$ cat src/rtl/adc_pkg.sv
`default_nettype none
// adc_pkg: FSM state type and frame-length helper shared by the ADC frame sender. Rev 1.0
package adc_pkg;

  typedef enum logic [2:0] {IDLE, ARM, WAIT_EN, SEND, SYNC, GAP} state_t;

  localparam int unsigned BASE_LEN = 16;

  function automatic int unsigned mode_to_len(input logic [2:0] mode, input int unsigned max_log2);
    int unsigned len;
    len = BASE_LEN << mode;
    if (len > (32'd1 << max_log2)) len = 32'd1 << max_log2;
    return len;
  endfunction

endpackage
`default_nettype wire

$ cat src/rtl/adc_ch_serializer.sv
`default_nettype none
// adc_ch_serializer: holds one snapshot and presents it channel-by-channel on a valid/ready stage. Rev 1.0
module adc_ch_serializer #(
  parameter int DATA_W = 16,
  parameter int NUM_CH = 16,
  parameter int CH_W   = $clog2(NUM_CH)
) (
  input  logic                     clk,
  input  logic                     reset_n,
  input  logic                     load,
  input  logic [NUM_CH*DATA_W-1:0] snapshot,
  input  logic                     out_ready,
  output logic                     out_valid,
  output logic [DATA_W-1:0]        out_data,
  output logic [CH_W-1:0]          out_ch,
  output logic                     last_ch_done
);

  localparam logic [CH_W-1:0] LAST_CH = CH_W'(NUM_CH - 1);

  logic [NUM_CH*DATA_W-1:0] hold;

  assign out_data     = hold[DATA_W*out_ch +: DATA_W];
  assign last_ch_done = out_valid && out_ready && (out_ch == LAST_CH);

  // A load may coincide with the last-channel handshake, so it takes priority.
  always_ff @(posedge clk or negedge reset_n) begin
    if (!reset_n) begin
      hold      <= '0;
      out_valid <= 1'b0;
      out_ch    <= '0;
    end else if (load) begin
      hold      <= snapshot;
      out_valid <= 1'b1;
      out_ch    <= '0;
    end else if (last_ch_done) begin
      out_valid <= 1'b0;
      out_ch    <= '0;
    end else if (out_valid && out_ready) begin
      out_ch <= out_ch + 1'b1;
    end
  end

endmodule
`default_nettype wire

$ cat src/rtl/adc_frame_sender.sv
`default_nettype none
// adc_frame_sender: serialises NUM_CH-wide ADC snapshots into framed words with eof marker and sync pulse. Rev 1.0
module adc_frame_sender
  import adc_pkg::*;
#(
  parameter int DATA_W       = 16,
  parameter int NUM_CH       = 16,
  parameter int CH_W         = $clog2(NUM_CH),
  parameter int MAX_LEN_LOG2 = 8,
  parameter int SYNC_LEN     = 2
) (
  input  logic                     clk,
  input  logic                     reset_n,
  input  logic                     en,
  input  logic [2:0]               sample_mode,
  input  logic                     in_valid,
  input  logic [NUM_CH*DATA_W-1:0] in_data,
  output logic                     in_ready,
  output logic                     out_valid,
  input  logic                     out_ready,
  output logic [DATA_W-1:0]        out_data,
  output logic [CH_W-1:0]          out_ch,
  output logic                     out_sof,
  output logic                     out_eof,
  output logic                     sync,
  output logic                     busy,
  output logic                     overrun
);

  localparam int LEN_W  = MAX_LEN_LOG2 + 1;
  localparam int SYNC_W = $clog2(SYNC_LEN) + 1;
  localparam logic [CH_W-1:0] LAST_CH = CH_W'(NUM_CH - 1);

  state_t            state;
  logic [LEN_W-1:0]  frame_len;
  logic [LEN_W-1:0]  snap_cnt;
  logic [SYNC_W-1:0] sync_cnt;
  logic              stop_pend;
  logic              word_sent;
  logic              last_ch_done;
  logic              load;
  logic              eof_hs;

  assign out_sof  = out_valid && (out_ch == '0) && (snap_cnt == '0);
  assign out_eof  = out_valid && (out_ch == LAST_CH) &&
                    ((snap_cnt == frame_len - 1'b1) || stop_pend);
  assign eof_hs   = out_eof && out_ready;
  // Refill in the same cycle the last channel leaves, unless that word closes the frame.
  assign in_ready = (state == SEND) && en && !stop_pend &&
                    (!out_valid || (last_ch_done && !out_eof));
  assign load     = in_valid && in_ready;

  adc_ch_serializer #(
    .DATA_W (DATA_W),
    .NUM_CH (NUM_CH),
    .CH_W   (CH_W)
  ) u_ser (
    .clk          (clk),
    .reset_n      (reset_n),
    .load         (load),
    .snapshot     (in_data),
    .out_ready    (out_ready),
    .out_valid    (out_valid),
    .out_data     (out_data),
    .out_ch       (out_ch),
    .last_ch_done (last_ch_done)
  );

  always_ff @(posedge clk or negedge reset_n) begin
    if (!reset_n) begin
      state     <= IDLE;
      frame_len <= '0;
      snap_cnt  <= '0;
      sync_cnt  <= '0;
      stop_pend <= 1'b0;
      word_sent <= 1'b0;
      sync      <= 1'b0;
      busy      <= 1'b0;
      overrun   <= 1'b0;
    end else begin
      overrun <= (state == SEND) && in_valid && !in_ready;
      case (state)
        IDLE: begin
          state <= ARM;
          busy  <= 1'b1;
        end
        ARM: begin
          frame_len <= LEN_W'(mode_to_len(sample_mode, MAX_LEN_LOG2));
          snap_cnt  <= '0;
          word_sent <= 1'b0;
          stop_pend <= 1'b0;
          state     <= WAIT_EN;
          busy      <= 1'b0;
        end
        WAIT_EN: begin
          stop_pend <= 1'b0;
          if (en) begin
            state <= SEND;
            busy  <= 1'b1;
          end
        end
        SEND: begin
          if (out_valid && out_ready) word_sent <= 1'b1;
          if (!en) stop_pend <= 1'b1;
          if (last_ch_done) snap_cnt <= snap_cnt + 1'b1;
          if (eof_hs) begin
            state    <= SYNC;
            sync     <= 1'b1;
            sync_cnt <= '0;
          end else if (!out_valid && (!en || stop_pend)) begin
            // Stopping with nothing in hold: a partial frame still gets its sync pulse.
            if (word_sent) begin
              state    <= SYNC;
              sync     <= 1'b1;
              sync_cnt <= '0;
            end else begin
              state <= WAIT_EN;
              busy  <= 1'b0;
            end
          end
        end
        SYNC: begin
          if (sync_cnt == SYNC_W'(SYNC_LEN - 1)) begin
            state <= GAP;
            sync  <= 1'b0;
          end else begin
            sync_cnt <= sync_cnt + 1'b1;
          end
        end
        GAP: state <= ARM;
        default: begin
          state <= IDLE;
          busy  <= 1'b0;
          sync  <= 1'b0;
        end
      endcase
    end
  end

endmodule
`default_nettype wire

$ cat config.mk
export PLATFORM = sky130hd
export DESIGN_NAME = adc_frame_sender
export DESIGN_NICKNAME = d
export VERILOG_FILES = /design/src/rtl/adc_pkg.sv /design/src/rtl/adc_ch_serializer.sv /design/src/rtl/adc_frame_sender.sv
export SDC_FILE = /design/constraint.sdc
export NUM_CORES = 1
export LEC_CHECK = 0
export CORE_ASPECT_RATIO = 1.25
export CORE_MARGIN = 2
export CORE_UTILIZATION = 35
export CTS_BUF_LIST = sky130_fd_sc_hd__clkbuf_4 sky130_fd_sc_hd__clkbuf_8
export DETAILED_ROUTE_END_ITERATION = 8
export GPL_TIMING_DRIVEN = 0
export SYNTH_ARGS = -nofsm -noshare
export SYNTH_HDL_FRONTEND = slang
export SYNTH_SLANG_ARGS = --single-unit
$ cat constraint.sdc
create_clock -name clk -period 7.7 [get_ports clk]
set_input_delay 1.54 -clock clk [delete_from_list [all_inputs] [get_ports clk]]
set_output_delay 1.54 -clock clk [all_outputs]
set_load 0.03 [all_outputs]
# After elaboration in Yosys (flattened, before gate mapping)
# Cells that the tools add are included.
[op_classes] add_sub_neg=4 n_lt_le_gt_ge=1 eq_ne=19 n_shift=2 mux=33 n_bitwise=2 n_reduce_logical=42
[op_table] operator="256-bit by 9-bit variable part select with 16-bit output" count=1
[op_table] operator="32-bit by 9-bit > comparator with 1-bit output (second input constant)" count=1
[op_table] operator="5-bit by 3-bit left shift with 32-bit output (first input constant)" count=1
[op_table] operator="9-bit two-way mux" count=2
[op_table] operator="9-bit one-hot mux with 2 select lines" count=1
[op_table] operator="1-bit logical AND" count=15
[op_table] operator="3-bit two-way mux" count=5
[op_table] operator="3-bit one-hot mux with 5 select lines" count=1
[op_table] operator="2-bit inequality test (second input constant)" count=7
[op_table] operator="1-bit two-way mux" count=12
[op_table] operator="4-bit two-way mux" count=3
[op_table] operator="9-bit by 1-bit adder with 9-bit output (second input constant)" count=1
[op_table] operator="9-bit == test" count=1
[op_table] operator="9-bit zero test" count=1
[op_table] operator="9-bit by 1-bit subtractor with 9-bit output (second input constant)" count=1
[op_table] operator="2-bit two-way mux" count=4
[op_table] operator="4-bit AND reduction" count=2
[op_table] operator="2-bit nonzero test" count=4
[op_table] operator="3-bit by 2-bit == test with 1-bit output (second input constant)" count=2
[op_table] operator="3-bit == test (second input constant)" count=2
[op_table] operator="2-bit AND reduction" count=3
[op_table] operator="2-bit OR reduction" count=3
[op_table] operator="1-bit zero test" count=5
[op_table] operator="5-bit AND reduction" count=1
[op_table] operator="19 further kinds" count=24
[totals] ff_bits=289 word_cells=115

# Depth between registers and ports, before layout
# Gate-level depths: netlist of run 1.
[depth] depth_word=10 ltp_mapped=9

# Modules after synthesis
# Synthesis of run 1 repeated with hierarchy kept, for this count alone.
[unflattened] cells_unflattened=902 hier_area_um2=13218.9
[modules_own_cells] mod="adc_ch_serializer" instances=1 cells_per_inst=736 area_each_um2=11747.5 seq_area_each_um2=6531.3
[modules_own_cells] mod="adc_frame_sender" instances=1 cells_per_inst=166 area_each_um2=1471.4 seq_area_each_um2=600.6

# Least setup slack after synthesis of run 1
# No wires, ideal clock.
[synth_path] path_kind="in2out" startpoint="in out_ready" endpoint="out in_ready" arrival_ps=2462 required_time_ps=6160 path_slack_ps=3698 cell_stages=5 path_cell_list="and4_1 -> and2_2 -> o31ai_4 -> nand2_1 -> and3_1"
[synth_between] elab_chain_len=5
[synth_rtl] element="start, declared" line="adc_frame_sender.sv:20" rtl="input logic out_ready,"
[synth_rtl] element="1-bit logical AND (2 in a row)" line="adc_ch_serializer.sv:24" rtl="assign last_ch_done = out_valid && out_ready && (out_ch == LAST_CH);"
[synth_rtl] element="1-bit logical AND" line="adc_frame_sender.sv:50" rtl="(!out_valid || (last_ch_done && !out_eof));"
[synth_rtl] element="1-bit logical OR" line="adc_frame_sender.sv:50"
[synth_rtl] element="1-bit logical AND" line="adc_frame_sender.sv:49" rtl="assign in_ready = (state == SEND) && en && !stop_pend &&"
[synth_rtl] element="end, declared" line="adc_frame_sender.sv:18" rtl="output logic in_ready,"
# No other way between the ends.

# Worst setup path after layout of run 1
[layout_path] startpoint="reg u_ser.out_ch[1]" endpoint="out out_data[6]"
[layout_between] elab_chain_len=1
[layout_rtl] element="start, declared" line="adc_ch_serializer.sv:15" rtl="output logic [CH_W-1:0] out_ch,"
[layout_rtl] element="start signal, assigned" line="adc_ch_serializer.sv:40" rtl="out_ch <= out_ch + 1'b1;"
[layout_rtl] element="256-bit by 9-bit variable part select with 16-bit output" line="adc_ch_serializer.sv:23" rtl="assign out_data = hold[DATA_W*out_ch +: DATA_W];"
[layout_rtl] element="end, declared" line="adc_frame_sender.sv:21" rtl="output logic [DATA_W-1:0] out_data,"
# No other way between the ends.

==> PnR_summary.wiki, run 1 <==
{| class="wikitable"
! Metric !! Value
|-
| Clock transition at the registers of the reported paths || 0.06 ns
|-
| Critical setup path kind || flop to output port
|-
| Internal reg-to-reg setup slack || 5.07 ns
|-
| CTS Hold Buffers Added || 0
|-
| Final worst path period share || 0.749
|-
| Starting density of the core || 0.354
|-
| Fraction of final layout cells with drive strength greater than 1 || 0.384
|-
| Clock latency on the worst-skew pair || 0.58 ns
|-
| Number of distinct standard cells referenced by the synthesized netlist || 51
|-
| Remaining global-route overflow || 0
|-
| GRT Util Overall || 0.205
|-
| Hold Vio Cnt, Final || 0
|-
| Area of the mapped netlist || 14200 µm²
|-
| Leak Pwr || 8.08 nW
|-
| Setup crit end kind || output port
|-
| Top post-synthesis cells by count || 285 x dfrtp_1, 210 x mux2_4, 80 x mux4_2
|-
| Asr flop ratio synth || 1.00
|-
| Number of nets with antenna violations after detailed routing || 0
|-
| Required time of the critical path || 6.16 ns
|-
| Launching element type of the critical path || flop
|-
| Number of gates given a new drive strength after cts || 0
|-
| Total Neg Setup Slack || 0 ns
|-
| Highest Clock Rate || 0.173 GHz
|-
| Layout net count || 1449
|-
| Post-layout power || 7.37 mW
|-
| Layout overhead on the synthesized area || 33.4%
|-
| Top area cells in the synthesized netlist || dfrtp_1 50%, mux2_4 22%, mux4_2 13%
|-
| Number of buffer cells added on primary ports || 290
|-
| Post-synthesis net count || 1105
|-
| Post-Route Utilization || 0.472
|-
| Number of optimization iterations in the first detailed-route pass || 5
|-
| Routed Wire Length || 42700 µm
|-
| Reg-to-reg startpoint || frame_len[4]$_DFFE_PN0P_
|-
| Synth top area share || 0.502
|-
| Root Driver || clkbuf_8
|-
| Clock sink count || 285
|-
| Leading area contributor after synthesis || dfrtp_1
|-
| Wire length per cell after detailed routing || 24.1 µm
|-
| Pins Over Slew Limit || 0
|-
| Clock Path Buffers || 3
|-
| Setup Buffers After CTS || 0
|-
| Post-detailed-route via-to-cell ratio || 4.95
|-
| DIE HEIGHT || 229 µm
|-
| Setup violations, final || 0
|-
| Worst hold-check path type || flop to flop
|-
| Floorplan Core Area || 40100 µm²
|-
| Final Critical Period || 5.77 ns
|-
| Slew of the pin with the lowest slew margin || 1.13 ns
|-
| Max-cap violations || 0
|-
| Number of global-route vias before repair || 9678
|-
| Fraction of the yosys area taken by sequential cells || 0.502
|-
| Crit path from || u_ser.out_ch[1]$_DFFE_PN0P_
|-
| GPL Wtd Cong || 0.847
|-
| Hold_sp || sync_cnt[1]$_DFFE_PN0P_
|-
| Final worst-path setup slack || 1.93 ns
|-
| Number of flops mapped to enable cells by yosys || 0
|-
| Most used standard cell by instance count after synthesis || dfrtp_1
|-
| Worst Clk Skew || 0.0244 ns
|-
| Initial antenna violation count || 16
|-
| Gate Count Post-Synth || 835
|-
| Largest fanout on the critical path || 10
|-
| First-pass GRT wire length || 63000 µm
|-
| H-Tree Depth || 2
|-
| CTS tree || yes
|-
| Number of non-filler instances in the completed layout || 1769
|-
| Total CTS buffers || 50
|-
| Worst slew margin relative to its limit || 0.249
|-
| Synthesized flop and latch total || 285
|-
| Largest net degree at the start of global routing || 116
|-
| Power per Cell Area || 389 nW/µm²
|-
| Arrival time of the worst setup path || 4.23 ns
|-
| HPWL after detailed placement || 31700 µm
|-
| Rows || 82
|-
| Status || finished, final reports clean
|-
| Number of placed cells counting well taps || 1673
|-
| Worst vdd ir || 0.000181 V
|-
| Die W || 184 µm
|-
| RSZ-0062 raised after global routing || no
|-
| I/O Pins || 291
|-
| Syn Area/Cell || 17.0 µm²
|-
| Primary flip-flop cell chosen by synthesis mapping || dfrtp_1
|-
| DRC violations left || 0
|-
| Worst slack at placement || 2.43 ns
|-
| Number of DRC markers after the initial detailed-route iteration || 444
|-
| DIE AREA || 42200 µm²
|-
| Overall via count from detail_route || 8761
|-
| Synth warn || 0
|}
[sequential cells by signal (all words and copies together), names as in the netlist]
signal / flops
u_ser.hold: 256
snap_cnt: 9
frame_len: 5
u_ser.out_ch: 4
state: 3
sync_cnt: 2
busy: 1
overrun: 1
stop_pend: 1
sync: 1
u_ser.out_valid: 1
word_sent: 1
[power by group]
group / switching [mW] / internal, mW
Clock: 0.639 / 0.857
Sequential: 0.405 / 2.18
Combinational: 1.40 / 1.89
[logic make-up (layout without fill, tap and decap cells)]
kind of cell	count (synthesis)	in the layout	share of synthesized area
multiplexers	337	337	0.386
flip-flops	285	285	0.502
AND/OR/NAND/NOR	85	85	0.0309
buffers and inverters	68	447	0.0462
AO/OA/AOI/OAI	40	40	0.0195
XOR/XNOR	14	14	0.0101
adder cells (fa/ha/maj)	6	6	0.00528
other	0	9	0
[through the flow]
stage                     instance area [µm²]  hold WS (ns)
after floorplan                         14200         0.458
after global placement                  17800         0.471
after detailed placement                17900         0.481
after CTS                               18900         0.494
after global routing                    18900         0.513
final                                   18900         0.487
[area by class of cell]
cell class	instances	area, µm²
inverter	14	52.6
tap	546	683
buffer	54	604
antenna	9	22.5
clock buffer	80	1010
sequential	285	7130
clock inverter	7	62.6
fill	3534	21200
timing repair buffer	292	2960
multi-input combinational	482	6420
[worst paths after layout]
kind                                                     to  cells past startpoint
worst max-delay path                            out_data[6]                      5
worst min-delay path                sync_cnt[1]$_DFFE_PN0P_                      1
worst max register to register   u_ser.hold[51]$_DFFE_PN0N_                      9
worst min register to register      sync_cnt[1]$_DFFE_PN0P_                      1
max in group asynchronous       u_ser.hold[213]$_DFFE_PN0N_                      3
min in group asynchronous       u_ser.hold[132]$_DFFE_PN0N_                      1
[cells in the final DEF (no fill, tap or decap), types with 5 or more instances in the layout]
cell,count
buf_2,5
xnor2_1,7
mux4_2,80
clkbuf_1,18
clkinv_2,5
diode_2,9
clkbuf_4,15
nor2_1,17
dfrtp_1,285
mux2_4,210
xor2_1,5
inv_1,14
clkdlybuf4s50_1,289
o21ai_0,12
nand2_1,23
a21oi_1,11
ha_1,6
nand3_1,13
buf_12,22
nand4_1,5
clkbuf_8,65
mux2_2,46
[critical path: stages, from the launching register on]
cell and delay (ns):
dfrtp_1 0.56, buf_1 0.67, clkbuf_1 0.77, mux4_2 0.48, mux4_2 0.50, clkdlybuf4s50_1 0.66
[metal layers]
layer	global-route usage	up-vias	part of all wire
met5	0	-	0.0017
met4	0.0850	12	0.037
met3	0.0523	84	0.064
met2	0.349	307	0.51
met1	0.247	4546	0.39
li1	-	3812	-
Note: power is estimated with default switching activity, not from simulation.
==> inputs of run 2 (changes only) <==
Clock period 7.7 ns to 5 ns, I/O delays scaled along.
==> PnR_summary.wiki, run 2 (synthesis results as in run 1) <==
{| class="wikitable"
! Metric !! Value
|-
| Status || finished, final reports clean
|-
| Worst Clk Skew || 0.0221 ns (-0.00227 ns)
|-
| Clock power frac || 0.203 (about the same)
|-
| Worst path buffer plus inverter count || 4 (+1)
|-
| GPL Wtd Cong || 0.847 (unchanged)
|-
| Crit path from || u_ser.out_ch[0]$_DFFE_PN0P_
|-
| Largest registers || u_ser.hold x256, snap_cnt x9, frame_len x5
|-
| Highest Clock Rate || 0.209 GHz
|-
| Leak Pwr || 8.11 nW (+0.34%)
|-
| Layout net count || 1449 (unchanged)
|-
| Pins Over Slew Limit || 0 (unchanged)
|-
| CTS Hold Buffers Added || 0 (unchanged)
|-
| HPWL after detailed placement || 31700 µm (unchanged)
|-
| Die W || 184 µm (unchanged)
|-
| Setup violations, final || 0 (unchanged)
|-
| Switching pwr || 3.76 mW (+54%)
|-
| Power per Cell Area || 599 nW/µm² (+54%)
|-
| Largest fanout on the critical path || 10 (unchanged)
|-
| Fillers || 3526 (-0.23%)
|-
| Arrival time of the worst setup path || 3.79 ns (-0.44 ns)
|-
| Overall via count from detail_route || 8710 (-0.58%)
|-
| Slew of the pin with the lowest slew margin || 1.01 ns (-0.119 ns)
|-
| Worst hold-check path type || input pin to async pin
|-
| Most common cell after layout, fill and taps aside || clkdlybuf4s50_1
|-
| Clock sink count || 285 (unchanged)
|-
| Series of cell instances along the critical path || clkbuf_1 -> buf_4 -> buf_4 -> mux4_2 -> mux4_2 -> clkdlybuf4s50_1
|-
| Leading cell types in the layout, fill and taps excluded || 289 x clkdlybuf4s50_1, 285 x dfrtp_1, 210 x mux2_4
|-
| RSZ-0062 raised after global routing || no
|-
| Routed Wire Length || 42700 µm (about the same)
|-
| Number of DRC markers after the initial detailed-route iteration || 431 (-2.9%)
|-
| Worst slew margin relative to its limit || 0.328 (+0.0792)
|-
| I/O Pins || 291 (unchanged)
|-
| Number of nets with antenna violations after detailed routing || 0 (unchanged)
|-
| Clock transition at the registers of the reported paths || 0.06 ns (about the same)
|-
| Int Pwr || 7.60 mW (+54%)
|-
| Reg power frac || 0.350 (about the same)
|-
| Starting density of the core || 0.354 (unchanged)
|-
| Post-detailed-route via-to-cell ratio || 4.92 (-0.58%)
|-
| Post-layout power || 11.4 mW (+54%)
|-
| Reg-to-reg startpoint || frame_len[4]$_DFFE_PN0P_
|-
| Family with the most delay on the worst path || buffers and inverters
|-
| Switching share of power || 0.331 (-0.000688)
|-
| Initial antenna violation count || 16 (unchanged)
|-
| DIE AREA || 42200 µm² (unchanged)
|-
| Floorplan Core Area || 40100 µm² (unchanged)
|-
| Setup crit end kind || output port
|-
| Number of global-route vias before repair || 9676 (-0.021%)
|-
| Detail Route met3 WL || 2640 µm (-3.5%)
|-
| Highest-delay cell along the critical path || clkdlybuf4s50_1
|-
| Final Instance Area || 19000 µm² (+0.13%)
|-
| Max-cap violations || 0 (unchanged)
|-
| Setup Buffers After CTS || 0 (unchanged)
|-
| Rows || 82 (unchanged)
|-
| Final Critical Period || 4.79 ns
|-
| Hold Vio Cnt, Final || 0 (unchanged)
|-
| Total CTS buffers || 50 (unchanged)
|-
| H-Tree Depth || 2 (unchanged)
|-
| First-pass GRT wire length || 63000 µm (about the same)
|-
| Relative contribution of combinational cells to total power || 0.448 (about the same)
|-
| Max reg flops || 256 (unchanged)
|-
| Fraction of final layout cells with drive strength greater than 1 || 0.390 (+0.00659)
|-
| DIE HEIGHT || 229 µm (unchanged)
|-
| Biggest register || u_ser.hold
|-
| CTS tree || yes
|-
| Number of buffer cells added on primary ports || 290 (unchanged)
|-
| Worst vdd ir || 0.000283 V (+56%)
|-
| GRT Util Overall || 0.205 (about the same)
|-
| Clock Path Buffers || 3 (unchanged)
|-
| Required time of the critical path || 4.00 ns (-2.16 ns)
|-
| Largest net degree at the start of global routing || 116 (unchanged)
|-
| DRC violations left || 0 (unchanged)
|-
| Top Metal Used || met5
|-
| Remaining global-route overflow || 0 (unchanged)
|-
| Total cell area at the placement stage || 17900 µm² (unchanged)
|-
| Layout overhead on the synthesized area || 33.5%
|-
| Number of optimization iterations in the first detailed-route pass || 4 (-1)
|-
| DRT met1 WL || 16800 µm (+1.2%)
|-
| Final worst path period share || 0.957
|-
| Number of gates given a new drive strength after cts || 11 (+11)
|-
| Launching element type of the critical path || flop
|-
| Longest individual stage delay on the worst path || 0.68 ns (-0.09 ns)
|-
| Internal reg-to-reg setup slack || 2.37 ns (-2.70 ns)
|-
| Clock latency on the worst-skew pair || 0.58 ns (about the same)
|-
| Wire length per cell after detailed routing || 24.1 µm (about the same)
|-
| Root Driver || clkbuf_8
|-
| Critical setup path kind || flop to output port
|-
| Routed met2 length || 21500 µm (-0.72%)
|}
[run 2: cell count changes in the layout (fill, tap and decap cells not counted), sizes merged]
cell           previous run  this run
buf                      39        38
clkdlybuf4s15             0         1
[run 2: path summary, 6_finish.rpt]
path	to	cells past startpoint
max in group asynchronous	u_ser.hold[213]$_DFFE_PN0N_	3
max reg2reg	u_ser.hold[51]$_DFFE_PN0N_	9
min	u_ser.hold[132]$_DFFE_PN0N_	1
min reg2reg	sync_cnt[1]$_DFFE_PN0P_	1
min in group clk	sync_cnt[1]$_DFFE_PN0P_	1
max	out_data[5]	6
[run 2: layout make-up]
class                           instances  area, µm²  share of cell area
Inverter                               14       52.6             0.00277
Antenna cell                            9       22.5             0.00119
Multi-Input combinational cell        482       6420               0.338
Clock buffer                           80       1010              0.0531
Sequential cell                       285       7130               0.376
Timing Repair Buffer                  292       2960               0.156
Clock inverter                          7       62.6             0.00330
Tap cell                              546        683              0.0360
Buffer                                 54        628              0.0331
[run 2: worst reg2reg max path: stages (launching register included)]
cell	delay, ns
dfrtp_1	0.41
inv_1	0.08
ha_1	0.16
xnor3_1	0.41
nand4_1	0.14
o31ai_4	0.09
a21oi_4	0.42
buf_6	0.25
buf_6	0.20
mux2_2	0.36
[run 2: metrics by stage]
step	setup slack (ns)	setup TNS, ns	util	std cells	hold slack [ns]
final	0.214	0	0.473	1769	0.465
after CTS	0.0611	0	0.472	1760	0.451
after detailed placement	0.309	0	0.445	1673	0.481
after floorplan	1.58	0	-	835	0.458
after global placement	-9.92	-2813.22	0.444	1671	0.471
after global routing	0.0508	0	0.473	1769	0.487
[run 2: layer usage]
metal  track usage  vias up
met4        0.0883       12
met2         0.347      281
met3        0.0518       87
met1         0.248     4521
li1              -     3809
met5             0        -
[run 2: power groups by stage]
stage,clock network [mW],logic (mW),registers [mW]
finish,2.30,5.09,3.97
global route,2.48,5.39,4.09
CTS,2.39,5.18,3.97
detailed placement,0,5.14,3.99
global placement,0,5.08,3.97
floorplan,0,3.45,3.80
==> inputs of run 3 (changes only) <==
Settings changed: RECOVER_POWER set to 25, SKIP_CTS_REPAIR_TIMING set to 1.
==> PnR_summary.wiki, run 3 (synthesis results as in run 1) <==
{| class="wikitable"
! Metric !! Value
|-
| Leading cell types in the layout, fill and taps excluded || 288 x clkdlybuf4s50_1, 285 x dfrtp_1, 210 x mux2_4
|-
| Clock latency on the worst-skew pair || 0.58 ns (about the same)
|-
| Critical setup path kind || flop to output port
|-
| First-pass GRT wire length || 63000 µm (about the same)
|-
| Number of buffer cells added on primary ports || 290 (unchanged)
|-
| Arrival time of the worst setup path || 3.84 ns (+0.05 ns)
|-
| Max-cap violations || 1 (+1)
|-
| Number of global-route vias before repair || 9678 (+0.021%)
|-
| Post-layout power || 11.4 mW (about the same)
|-
| I/O Pins || 291 (unchanged)
|-
| Power per Cell Area || 600 nW/µm² (about the same)
|-
| Failing checks || capacitance limit, slew limit
|-
| Number of optimization iterations in the first detailed-route pass || 5 (+1)
|-
| GRT Util Overall || 0.205 (about the same)
|-
| DIE AREA || 42200 µm² (unchanged)
|-
| DIE HEIGHT || 229 µm (unchanged)
|-
| Setup violations, final || 0 (unchanged)
|-
| Fillers || 3529 (+0.085%)
|-
| Final Instance Area || 19000 µm² (about the same)
|-
| Clock sink count || 285 (unchanged)
|-
| Layout overhead on the synthesized area || 33.4% (about the same)
|-
| DRC violations left || 0 (unchanged)
|-
| Total cell area at the placement stage || 17900 µm² (unchanged)
|-
| Rows || 82 (unchanged)
|-
| Starting density of the core || 0.354 (unchanged)
|-
| Worst Clk Skew || 0.0226 ns (+0.000537 ns)
|-
| Leak Pwr || 8.10 nW (about the same)
|-
| Biggest register || u_ser.hold
|-
| Total CTS buffers || 50 (unchanged)
|-
| Hold Vio Cnt, Final || 0 (unchanged)
|-
| Root Driver || clkbuf_8
|-
| Required time of the critical path || 4.00 ns (about the same)
|-
| Die W || 184 µm (unchanged)
|-
| Layout net count || 1449 (unchanged)
|-
| HPWL after detailed placement || 31700 µm (unchanged)
|-
| Max reg flops || 256 (unchanged)
|-
| Number of nets with antenna violations after detailed routing || 0 (unchanged)
|-
| Slew of the pin with the lowest slew margin || 2.50 ns (+1.49 ns)
|-
| Pins Over Slew Limit || 96 (+96)
|-
| Worst hold-check path type || flop to flop
|-
| Initial antenna violation count || 16 (unchanged)
|-
| Post-Route Utilization || 0.472 (about the same)
|-
| Fraction of final layout cells with drive strength greater than 1 || 0.390 (-0.000824)
|-
| Worst slew margin relative to its limit || -0.666 (-0.994)
|-
| Number of DRC markers after the initial detailed-route iteration || 451 (+4.6%)
|-
| Final Critical Period || 4.84 ns (+0.0534 ns)
|-
| Worst vdd ir || 0.000280 V (-1.2%)
|-
| Final worst path period share || 0.968 (+0.0107)
|-
| Largest net degree at the start of global routing || 116 (unchanged)
|-
| Setup crit end kind || output port
|-
| Remaining global-route overflow || 0 (unchanged)
|-
| GPL Wtd Cong || 0.847 (unchanged)
|-
| Status || finished, violations left
|-
| Largest registers || u_ser.hold x256, snap_cnt x9, frame_len x5
|-
| Total Neg Setup Slack || 0 ns (unchanged)
|-
| Launching element type of the critical path || flop
|-
| Floorplan Core Area || 40100 µm² (unchanged)
|-
| Highest Clock Rate || 0.207 GHz (-1.1%)
|-
| Clock Path Buffers || 3 (unchanged)
|-
| Clock transition at the registers of the reported paths || 0.06 ns (about the same)
|-
| Routed Wire Length || 42700 µm (about the same)
|-
| Largest fanout on the critical path || 10 (unchanged)
|-
| H-Tree Depth || 2 (unchanged)
|-
| Wire length per cell after detailed routing || 24.1 µm (about the same)
|-
| CTS tree || yes
|-
| Overall via count from detail_route || 8762 (+0.60%)
|-
| Post-detailed-route via-to-cell ratio || 4.95 (+0.60%)
|-
| Most common cell after layout, fill and taps aside || clkdlybuf4s50_1
|}
[run 3: cell count changes in the layout (fill, tap and decap cells not counted)]
cell,before,now
buf_1,0,1
buf_2,3,2
buf_4,7,5
buf_8,1,0
clkbuf_2,6,8
clkbuf_4,15,17
clkdlybuf4s15_2,1,0
clkdlybuf4s50_1,289,288
dlygate4sd3_1,0,1
[run 3: where the power goes]
| group | leakage [nW] | switching [mW] | internal [mW] |
|---|---|---|---|
| clock network | 0.570 | 0.983 | 1.32 |
| registers | 3.58 | 0.623 | 3.35 |
| logic | 3.95 | 2.16 | 2.93 |
[run 3: worst max-delay path, cell delays in order (launching register included)]
cell and delay (ns):
dfrtp_1 0.46, clkbuf_1 0.30, buf_4 0.34, clkbuf_4 0.37, mux4_2 0.61, mux4_2 0.47, clkdlybuf4s50_1 0.68
[run 3: final timing paths]
kind                                              from                           to  slack, ns  depth (start not counted)
hold / removal                 sync_cnt[1]$_DFFE_PN0P_      sync_cnt[1]$_DFFE_PN0P_       0.49                          1
hold reg to reg                sync_cnt[1]$_DFFE_PN0P_      sync_cnt[1]$_DFFE_PN0P_       0.49                          1
min in group asynchronous                      reset_n  u_ser.hold[132]$_DFFE_PN0N_       1.20                          1
max in group asynchronous                      reset_n  u_ser.hold[235]$_DFFE_PN0N_       1.86                          3
setup / recovery           u_ser.out_ch[0]$_DFFE_PN0P_                  out_data[5]       0.16                          6
setup reg to reg              frame_len[4]$_DFFE_PN0P_   u_ser.hold[51]$_DFFE_PN0N_       2.37                          9
[run 3: final cells by class]
class | count | area (µm²) | area share
inverters | 14 | 52.6 | 0.00277
diodes | 9 | 22.5 | 0.00119
clock inverters | 7 | 62.6 | 0.00330
multi-input cells | 482 | 6420 | 0.339
flip-flops and latches | 285 | 7130 | 0.376
repair buffers | 292 | 2950 | 0.156
clock buffers | 80 | 1010 | 0.0531
well taps | 546 | 683 | 0.0360
plain buffers | 54 | 621 | 0.0327
[run 3: metal layers]
layer,share of wire,global-route usage,vias to the layer above
li1,-,-,3812
met1,0.39,0.247,4547
met2,0.51,0.349,303
met3,0.061,0.0523,88
met4,0.039,0.0850,12
met5,0.0017,0,-
[run 3: stage by stage]
step / cells / hold WS [ns] / worst slack (ns)
detailed placement: 1673 / 0.481 / 0.309
finish: 1769 / 0.487 / 0.161
CTS: 1760 / 0.451 / -0.326
global placement: 1671 / 0.471 / -9.92
floorplan: 835 / 0.458 / 1.58
global route: 1769 / 0.513 / -0.00208
